[src/rtl/alu_bist.sv]
`default_nettype none
// +----------------------------------------------------------------------------+
// | Module   : alu_bist                                                        |
// | Purpose  : BIST initiator for the MIPS ALU. Applies vectors, checks the    |
// |            result/zero flag against a golden model, reports errors.        |
// | Option   : ALU_BIST_LFSR_EN adds NUM_RAND pseudorandom vectors.            |
// | Revision : 1.0  initial release                                            |
// +----------------------------------------------------------------------------+
module alu_bist #(
    parameter int WIDTH    = 32,
    parameter int SETTLE   = 1,
    parameter int NUM_RAND = 64
) (
    input  logic             clk,
    input  logic             reset,
    input  logic             start,
    output logic [WIDTH-1:0] srca,
    output logic [WIDTH-1:0] srcb,
    output logic [2:0]       alucontrol,
    input  logic [WIDTH-1:0] aluresult,
    input  logic             zero,
    output logic             busy,
    output logic             done,
    output logic             pass,
    output logic [7:0]       err_count,
    output logic [7:0]       fail_idx
);

    localparam logic [2:0] S_IDLE  = 3'd0;
    localparam logic [2:0] S_APPLY = 3'd1;
    localparam logic [2:0] S_WAIT  = 3'd2;
    localparam logic [2:0] S_CHECK = 3'd3;
    localparam logic [2:0] S_DONE  = 3'd4;

    localparam logic [2:0] OP_AND = 3'b000;
    localparam logic [2:0] OP_OR  = 3'b001;
    localparam logic [2:0] OP_ADD = 3'b010;
    localparam logic [2:0] OP_SUB = 3'b110;
    localparam logic [2:0] OP_SLT = 3'b111;

    localparam int NUM_DIR = 10;
`ifdef ALU_BIST_LFSR_EN
    localparam int          NUM_VEC   = NUM_DIR + NUM_RAND;
    localparam int          IDX_W     = 16;
    localparam logic [31:0] LFSR_SEED = 32'hACE1_2024;
    localparam logic [31:0] LFSR_POLY = 32'h8020_0003;
`else
    // The random stage is absent; NUM_RAND is kept so both builds share one interface.
    localparam int NUM_VEC = NUM_DIR + (NUM_RAND * 0);
    localparam int IDX_W   = 4;
`endif
    localparam int CNT_W = (SETTLE > 1) ? $clog2(SETTLE) : 1;

    logic [2:0]       state_q,  state_d;
    logic [IDX_W-1:0] idx_q,    idx_d;
    logic [CNT_W-1:0] cnt_q,    cnt_d;
    logic [WIDTH-1:0] srca_q,   srca_d;
    logic [WIDTH-1:0] srcb_q,   srcb_d;
    logic [2:0]       op_q,     op_d;
    logic             busy_q,   busy_d;
    logic             done_q,   done_d;
    logic             pass_q,   pass_d;
    logic [7:0]       err_q,    err_d;
    logic [7:0]       fail_q,   fail_d;

    logic [WIDTH-1:0] dir_a;
    logic [WIDTH-1:0] dir_b;
    logic [2:0]       dir_op;
    logic [WIDTH-1:0] exp_res;
    logic             mismatch;

    // Table values are 32-bit two's complement; sign-extend so -1 stays -1 at any WIDTH.
    function automatic logic [WIDTH-1:0] sx(input logic [31:0] v);
        return WIDTH'($signed(v));
    endfunction

    function automatic logic [WIDTH-1:0] golden(input logic [WIDTH-1:0] a,
                                                input logic [WIDTH-1:0] b,
                                                input logic [2:0]       op);
        logic [WIDTH-1:0] r;
        r = '0;
        case (op)
            OP_AND:  r = a & b;
            OP_OR:   r = a | b;
            OP_ADD:  r = a + b;
            OP_SUB:  r = a - b;
            OP_SLT:  r = {{(WIDTH-1){1'b0}}, ($signed(a) < $signed(b))};
            default: r = '0;
        endcase
        return r;
    endfunction

    always_comb begin
        dir_a  = '0;
        dir_b  = '0;
        dir_op = OP_AND;
        case (idx_q)
            IDX_W'(0): begin dir_op = OP_ADD; dir_a = sx(32'd23);         dir_b = sx(32'd45);         end
            IDX_W'(1): begin dir_op = OP_ADD; dir_a = sx(32'hFFFF_FFFF);  dir_b = sx(32'd99);         end
            IDX_W'(2): begin dir_op = OP_SUB; dir_a = sx(32'd44);         dir_b = sx(32'd45);         end
            IDX_W'(3): begin dir_op = OP_AND; dir_a = sx(32'd256);        dir_b = sx(32'd255);        end
            IDX_W'(4): begin dir_op = OP_OR;  dir_a = sx(32'd257);        dir_b = sx(32'd255);        end
            IDX_W'(5): begin dir_op = OP_SLT; dir_a = sx(32'd1);          dir_b = sx(32'd0);          end
            IDX_W'(6): begin dir_op = OP_SLT; dir_a = sx(32'hFFFF_FFFF);  dir_b = sx(32'd0);          end
            IDX_W'(7): begin dir_op = OP_SLT; dir_a = sx(32'd0);          dir_b = sx(32'hFFFF_FFFF);  end
            IDX_W'(8): begin dir_op = OP_SLT; dir_a = sx(32'hFFFF_FFC1);  dir_b = sx(32'hFFFF_FF81);  end
            IDX_W'(9): begin dir_op = OP_SLT; dir_a = sx(32'd3);          dir_b = sx(32'd5);          end
            default:   begin dir_op = OP_AND; dir_a = '0;                 dir_b = '0;                 end
        endcase
    end

`ifdef ALU_BIST_LFSR_EN
    logic [31:0] lfsr_q, lfsr_d;
    logic [31:0] lfsr_s1, lfsr_s2;
    logic [2:0]  opsel_q, opsel_d;
    logic [2:0]  rand_op;

    function automatic logic [31:0] lfsr_step(input logic [31:0] s);
        return (s >> 1) ^ (s[0] ? LFSR_POLY : 32'h0);
    endfunction

    assign lfsr_s1 = lfsr_step(lfsr_q);
    assign lfsr_s2 = lfsr_step(lfsr_s1);

    // opsel tracks idx mod 5 without a divider.
    always_comb begin
        case (opsel_q)
            3'd0:    rand_op = OP_AND;
            3'd1:    rand_op = OP_OR;
            3'd2:    rand_op = OP_ADD;
            3'd3:    rand_op = OP_SUB;
            default: rand_op = OP_SLT;
        endcase
    end
`endif

    assign exp_res  = golden(srca_q, srcb_q, op_q);
    assign mismatch = (aluresult != exp_res) | (zero != (exp_res == '0));

    always_comb begin
        state_d = state_q;
        idx_d   = idx_q;
        cnt_d   = cnt_q;
        srca_d  = srca_q;
        srcb_d  = srcb_q;
        op_d    = op_q;
        busy_d  = busy_q;
        done_d  = done_q;
        pass_d  = pass_q;
        err_d   = err_q;
        fail_d  = fail_q;
`ifdef ALU_BIST_LFSR_EN
        lfsr_d  = lfsr_q;
        opsel_d = opsel_q;
`endif
        case (state_q)
            S_IDLE, S_DONE: begin
                if (start) begin
                    state_d = S_APPLY;
                    idx_d   = '0;
                    busy_d  = 1'b1;
                    done_d  = 1'b0;
                    pass_d  = 1'b0;
                    err_d   = 8'h00;
                    fail_d  = 8'hFF;
`ifdef ALU_BIST_LFSR_EN
                    lfsr_d  = LFSR_SEED;
                    opsel_d = 3'd0;
`endif
                end
            end
            S_APPLY: begin
                srca_d  = dir_a;
                srcb_d  = dir_b;
                op_d    = dir_op;
`ifdef ALU_BIST_LFSR_EN
                if (idx_q >= IDX_W'(NUM_DIR)) begin
                    srca_d = WIDTH'(lfsr_s1);
                    srcb_d = WIDTH'(lfsr_s2);
                    op_d   = rand_op;
                    lfsr_d = lfsr_s2;
                end
`endif
                cnt_d   = CNT_W'(SETTLE - 1);
                state_d = S_WAIT;
            end
            S_WAIT: begin
                if (cnt_q == '0) begin
                    state_d = S_CHECK;
                end else begin
                    cnt_d = cnt_q - 1'b1;
                end
            end
            S_CHECK: begin
                if (mismatch) begin
                    if (err_q != 8'hFF) begin
                        err_d = err_q + 8'd1;
                    end
                    if (fail_q == 8'hFF) begin
`ifdef ALU_BIST_LFSR_EN
                        fail_d = (idx_q >= 16'd254) ? 8'hFE : idx_q[7:0];
`else
                        fail_d = 8'(idx_q);
`endif
                    end
                end
                if (idx_q == IDX_W'(NUM_VEC - 1)) begin
                    state_d = S_DONE;
                    busy_d  = 1'b0;
                    done_d  = 1'b1;
                    pass_d  = (err_d == 8'h00);
                end else begin
                    idx_d   = idx_q + 1'b1;
                    state_d = S_APPLY;
`ifdef ALU_BIST_LFSR_EN
                    opsel_d = (opsel_q == 3'd4) ? 3'd0 : opsel_q + 3'd1;
`endif
                end
            end
            default: state_d = S_IDLE;
        endcase
    end

    always_ff @(posedge clk) begin
        if (reset) begin
            state_q <= S_IDLE;
            idx_q   <= '0;
            cnt_q   <= '0;
            srca_q  <= '0;
            srcb_q  <= '0;
            op_q    <= 3'b000;
            busy_q  <= 1'b0;
            done_q  <= 1'b0;
            pass_q  <= 1'b0;
            err_q   <= 8'h00;
            fail_q  <= 8'hFF;
`ifdef ALU_BIST_LFSR_EN
            lfsr_q  <= LFSR_SEED;
            opsel_q <= 3'd0;
`endif
        end else begin
            state_q <= state_d;
            idx_q   <= idx_d;
            cnt_q   <= cnt_d;
            srca_q  <= srca_d;
            srcb_q  <= srcb_d;
            op_q    <= op_d;
            busy_q  <= busy_d;
            done_q  <= done_d;
            pass_q  <= pass_d;
            err_q   <= err_d;
            fail_q  <= fail_d;
`ifdef ALU_BIST_LFSR_EN
            lfsr_q  <= lfsr_d;
            opsel_q <= opsel_d;
`endif
        end
    end

    assign srca       = srca_q;
    assign srcb       = srcb_q;
    assign alucontrol = op_q;
    assign busy       = busy_q;
    assign done       = done_q;
    assign pass       = pass_q;
    assign err_count  = err_q;
    assign fail_idx   = fail_q;

endmodule
`default_nettype wire

[config.mk]
export PLATFORM = sky130hd
export DESIGN_NAME = alu_bist
export DESIGN_NICKNAME = d
export VERILOG_FILES = /design/src/rtl/alu_bist.sv
export SDC_FILE = /design/constraint.sdc
export NUM_CORES = 1
export LEC_CHECK = 0
export BUFFER_PORTS_ARGS = -buffer_cell sky130_fd_sc_hd__buf_2
export CAP_MARGIN = 30
export CORE_ASPECT_RATIO = 1.2
export CORE_MARGIN = 2
export CORE_UTILIZATION = 40
export DETAILED_ROUTE_END_ITERATION = 12
export PLACE_DENSITY = 0.64
export RECOVER_POWER = 100
export SETUP_SLACK_MARGIN = 0.4
export SLEW_MARGIN = 20
export SYNTH_ARGS = -nofsm -noshare
export SYNTH_HDL_FRONTEND = slang
export SYNTH_SLANG_ARGS = --single-unit
[constraint.sdc]
create_clock -name clk -period 9.05 [get_ports clk]
set_input_delay 0.905 -clock clk [delete_from_list [all_inputs] [get_ports clk]]
set_output_delay 0.905 -clock clk [all_outputs]
set_load 0.005 [all_outputs]
==> results.txt <==
YS warnings - 0
EDFF count, synth - 0
HP Start - done
Hpwl dp - 11.9 mm
DRT Pass-1 Iters - 5
Worst setup path class - flop to flop
Number of cells upsized or downsized after cts - 0
Insertion delay to the later sink of the worst-skew pair - 0.28 ns
Die height - 131 microns
CP max-delay cell - clkbuf_1
Crit path buffers/inverters - 2
Post-CTS Setup Inserts - 0
Post-Synth XOR/XNOR Area - 0.0275
Pwr dens - 158 nW/um^2
Top_reg_cell synth - dfxtp_1
Bufs on Longest Clock Path - 2
Die Wd - 110 microns
Setup Skew - 0.00596 ns
Placed insts - 914
Filler Cells Inserted - 1421
Vias - 5234
Post-route insts no fill - 922
Hold_buf cts - 0
Starting density of the core - 0.409
Compound-cell area share of the yosys netlist - 0.244
Max-slew headroom - -0.263
Synth unique cells - 76
Setup crit end kind - flop
Site Rows - 46
Outcome - finished with violations
Initial antenna violation count - 0
First-pass GRT wire length - 24.3 mm
Max-capacitance violation count - 3
Worst path top cell family by delay - simple AND/OR/NAND/NOR gates
Worst Path Required - 9.22 ns
CP Launch Type - flop
Synthesized flop and latch total - 41
Full die area - 14500 sq um
Worst IR Drop VDD - 0.0000922 V
CTS tree - yes
Number of I/O pins - 122
Gp weighted congestion - 0.953
Via density - 5.68
CP Cell Sequence - clkbuf_1, ha_1, a21oi_1, o31ai_1, a21boi_0, nor2_1, nor2_1, inv_1, fa_1, mux2_2, nand2_1, nor4bb_1, a31oi_1, o2bb2ai_1, nor4b_1, o2111ai_1, a2111oi_4, nand2_1, nand2_1, nor3_1, a2111oi_2
Inserted Diodes - 0
Maximum clock frequency - 0.150 GHz
Avg Synthesized Cell Area - 7.62 sq um
Total GRT Usage - 0.206
Post-synthesis mux area share - 0.0338
Failing checks - max-capacitance violations, max-slew violations
Largest family of logic cells by synthesized area - simple AND/OR/NAND/NOR gates
Clock Pin Slew Worst Setup and Hold Paths - 0.06 ns
Post-synthesis async set-or-reset flop share - 0
CTS buffer count - 5
Core area - 13200 sq um
Synthesized area - 5410 sq um
Clock net sink count - 41
Syn nets - 803
Max-slew violations - 120
Synthesis-to-finish area growth - 6.71%
Tcrit/Tclk final - 0.734
Layout cells sized above 1 - 0.168
Vias in the first global route - 4770
# H-tree levels - 2
CP Max Fanout - 40
Root buffer cell - clkbuf_16
Layout net count - 846
RSZ-0062 raised after global routing - no
I/O Buffers - 121
Reg2reg path depth - 21
Final setup violation count - 0
Hold path cells - 2
Seq/Total Area, Yosys - 0.152
CP dominant cell by count - nand2_1
Worst min path class - flop to flop
Initial DRC Count - 381
Largest net degree at the start of global routing - 41
Adder-Cell Fraction of Synth Area - 0.158
Setup TNS - 0 ns
Fin. Hold Viols - 0
Slew @ Worst Pin - 1.89 ns
FF-to-FF Start - srca[31]
Final Routed Wirelength - 15.4 mm
Hold slack final - 0.453 ns
LEAKAGE - 2.40 nW
R2R Path End - err_count[6]
Drc violations - 0
Routed Antenna Nets - 0
Final Critical Period - 6.65 ns
Critical Path AT - 6.82 ns
Worst hold endpoint - done
Congestion Overflow GR - 0
Mapped Cells - 710
Routed len/inst - 16.7 microns
CP peak stage delay - 1.37 ns
Simple-gate share of the synthesized area - 0.252
R2R setup slack - 2.40 ns
## power by group
part | leakage, nW | internal (W) | switching, W
Sequential | 0.334 | 0.000195 | 0.0000279
Clock | 0.0696 | 0.000101 | 0.0000705
Combinational | 2.00 | 0.000205 | 0.000314
Total | 2.40 | 0.000501 | 0.000413
## worst min-delay path: stages, from the launching register on
cell and delay, ns:
dfxtp_1 0.31, nand2_1 0.05, a21oi_1 0.05
## per-stage QoR
stage	power [W]	instance area [sq um]	worst slack (ns)	util
global placement	0.000742	5680	2.88	0.429
detailed placement	0.000742	5680	2.85	0.429
global route	0.000981	5770	1.87	0.436
finish	0.000914	5770	2.40	0.436
floorplan	0.000622	5410	2.76	-
CTS	0.000915	5830	2.83	0.440
## state kept, by name, indices dropped and copies added (netlist names)
register / count
pass: 1
state_q: 3
alucontrol: 3
err_count: 8
done: 1
fail_idx: 5
idx_q: 4
srca: 7
busy: 1
srcb: 8
## cell families after synthesis
logic type,count (synthesis)
AOI/OAI and AO/OA,189
xor gates and xnor gates,17
adders and majority gates,57
buffers and inverters,127
DFF,41
muxes,18
and+or+nand+nor,261
## synth_stat cells (all sizes together) (5+ instances only)
cell / instances / share of area
fa: 19 / 0.070
nor3: 17 / 0.016
nand3b: 7 / 0.0097
nand2: 61 / 0.043
and3: 9 / 0.010
inv: 37 / 0.026
o31ai: 5 / 0.0069
ha: 38 / 0.088
a211oi: 15 / 0.021
nor2: 64 / 0.046
nor2b: 20 / 0.023
nand4: 7 / 0.0081
a221oi: 6 / 0.0097
a31oi: 13 / 0.015
nand3: 17 / 0.016
or4: 7 / 0.0097
a21oi: 44 / 0.041
dfxtp: 41 / 0.15
mux2i: 16 / 0.030
a21o: 7 / 0.0097
nor4: 6 / 0.0081
nor3b: 5 / 0.0069
buf: 66 / 0.091
nand2b: 15 / 0.017
o21ai: 31 / 0.029
and2: 6 / 0.0069
o22ai: 6 / 0.0069
xnor2: 13 / 0.021
clkbuf: 24 / 0.017
o211ai: 13 / 0.019
## final cells by class
type / instances / area [sq um] / share of cell area
multi-input cells: 542 / 3860 / 0.669
flip-flops and latches: 41 / 821 / 0.142
repair buffers: 126 / 601 / 0.104
well taps: 168 / 210 / 0.0364
inverters: 37 / 139 / 0.0241
clock buffers: 5 / 125 / 0.0217
clock inverters: 3 / 17.5 / 0.00303
## per-layer routing
| layer | global-route usage | share of wire | vias to the layer above | wire length [microns] |
|---|---|---|---|---|
| met2 | 0.363 | 0.49 | 168 | 7590 |
| met5 | 0 | 0 | - | 0 |
| met4 | 0.0472 | 0.013 | 0 | 202 |
| met1 | 0.268 | 0.44 | 2461 | 6710 |
| li1 | - | - | 2587 | - |
| met3 | 0.0188 | 0.060 | 18 | 924 |
## layout by cell type, fill, tap and decap left out, drive strengths merged, types with 4 or more instances in the layout
cell type,count
a31oi,13
nand2b,15
nand3,17
o211ai,13
o311ai,4
nor2,64
nor4b,4
nand2,61
nor3,17
dfxtp,41
o21ai,31
a221o,4
inv,37
nor3b,5
buf,85
a211oi,15
ha,38
or4,7
clkbuf,46
a21o,7
o22ai,6
a221oi,6
o31ai,5
nand3b,7
nor2b,20
and3,9
a21oi,44
fa,19
xor2,4
nor4,6
o32ai,4
a2111oi,4
mux2i,16
o221a,4
o21a,4
nand4,7
xnor2,13
and2,6
## how the worst max path moves through the flow
stage                     slack (ns)  depth (start not counted)      endpoint  startpoint
after global routing            1.87                         21  err_count[6]    srca[31]
after CTS                       2.83                         22  err_count[6]    srcb[31]
after global placement          2.88                         22  err_count[2]    srcb[31]
after floorplan                 2.76                         23  err_count[2]    srca[31]
after detailed placement        2.85                         22  err_count[6]    srcb[31]
final                           2.40                         21  err_count[6]    srca[31]
(Power assumes the default switching activity.)
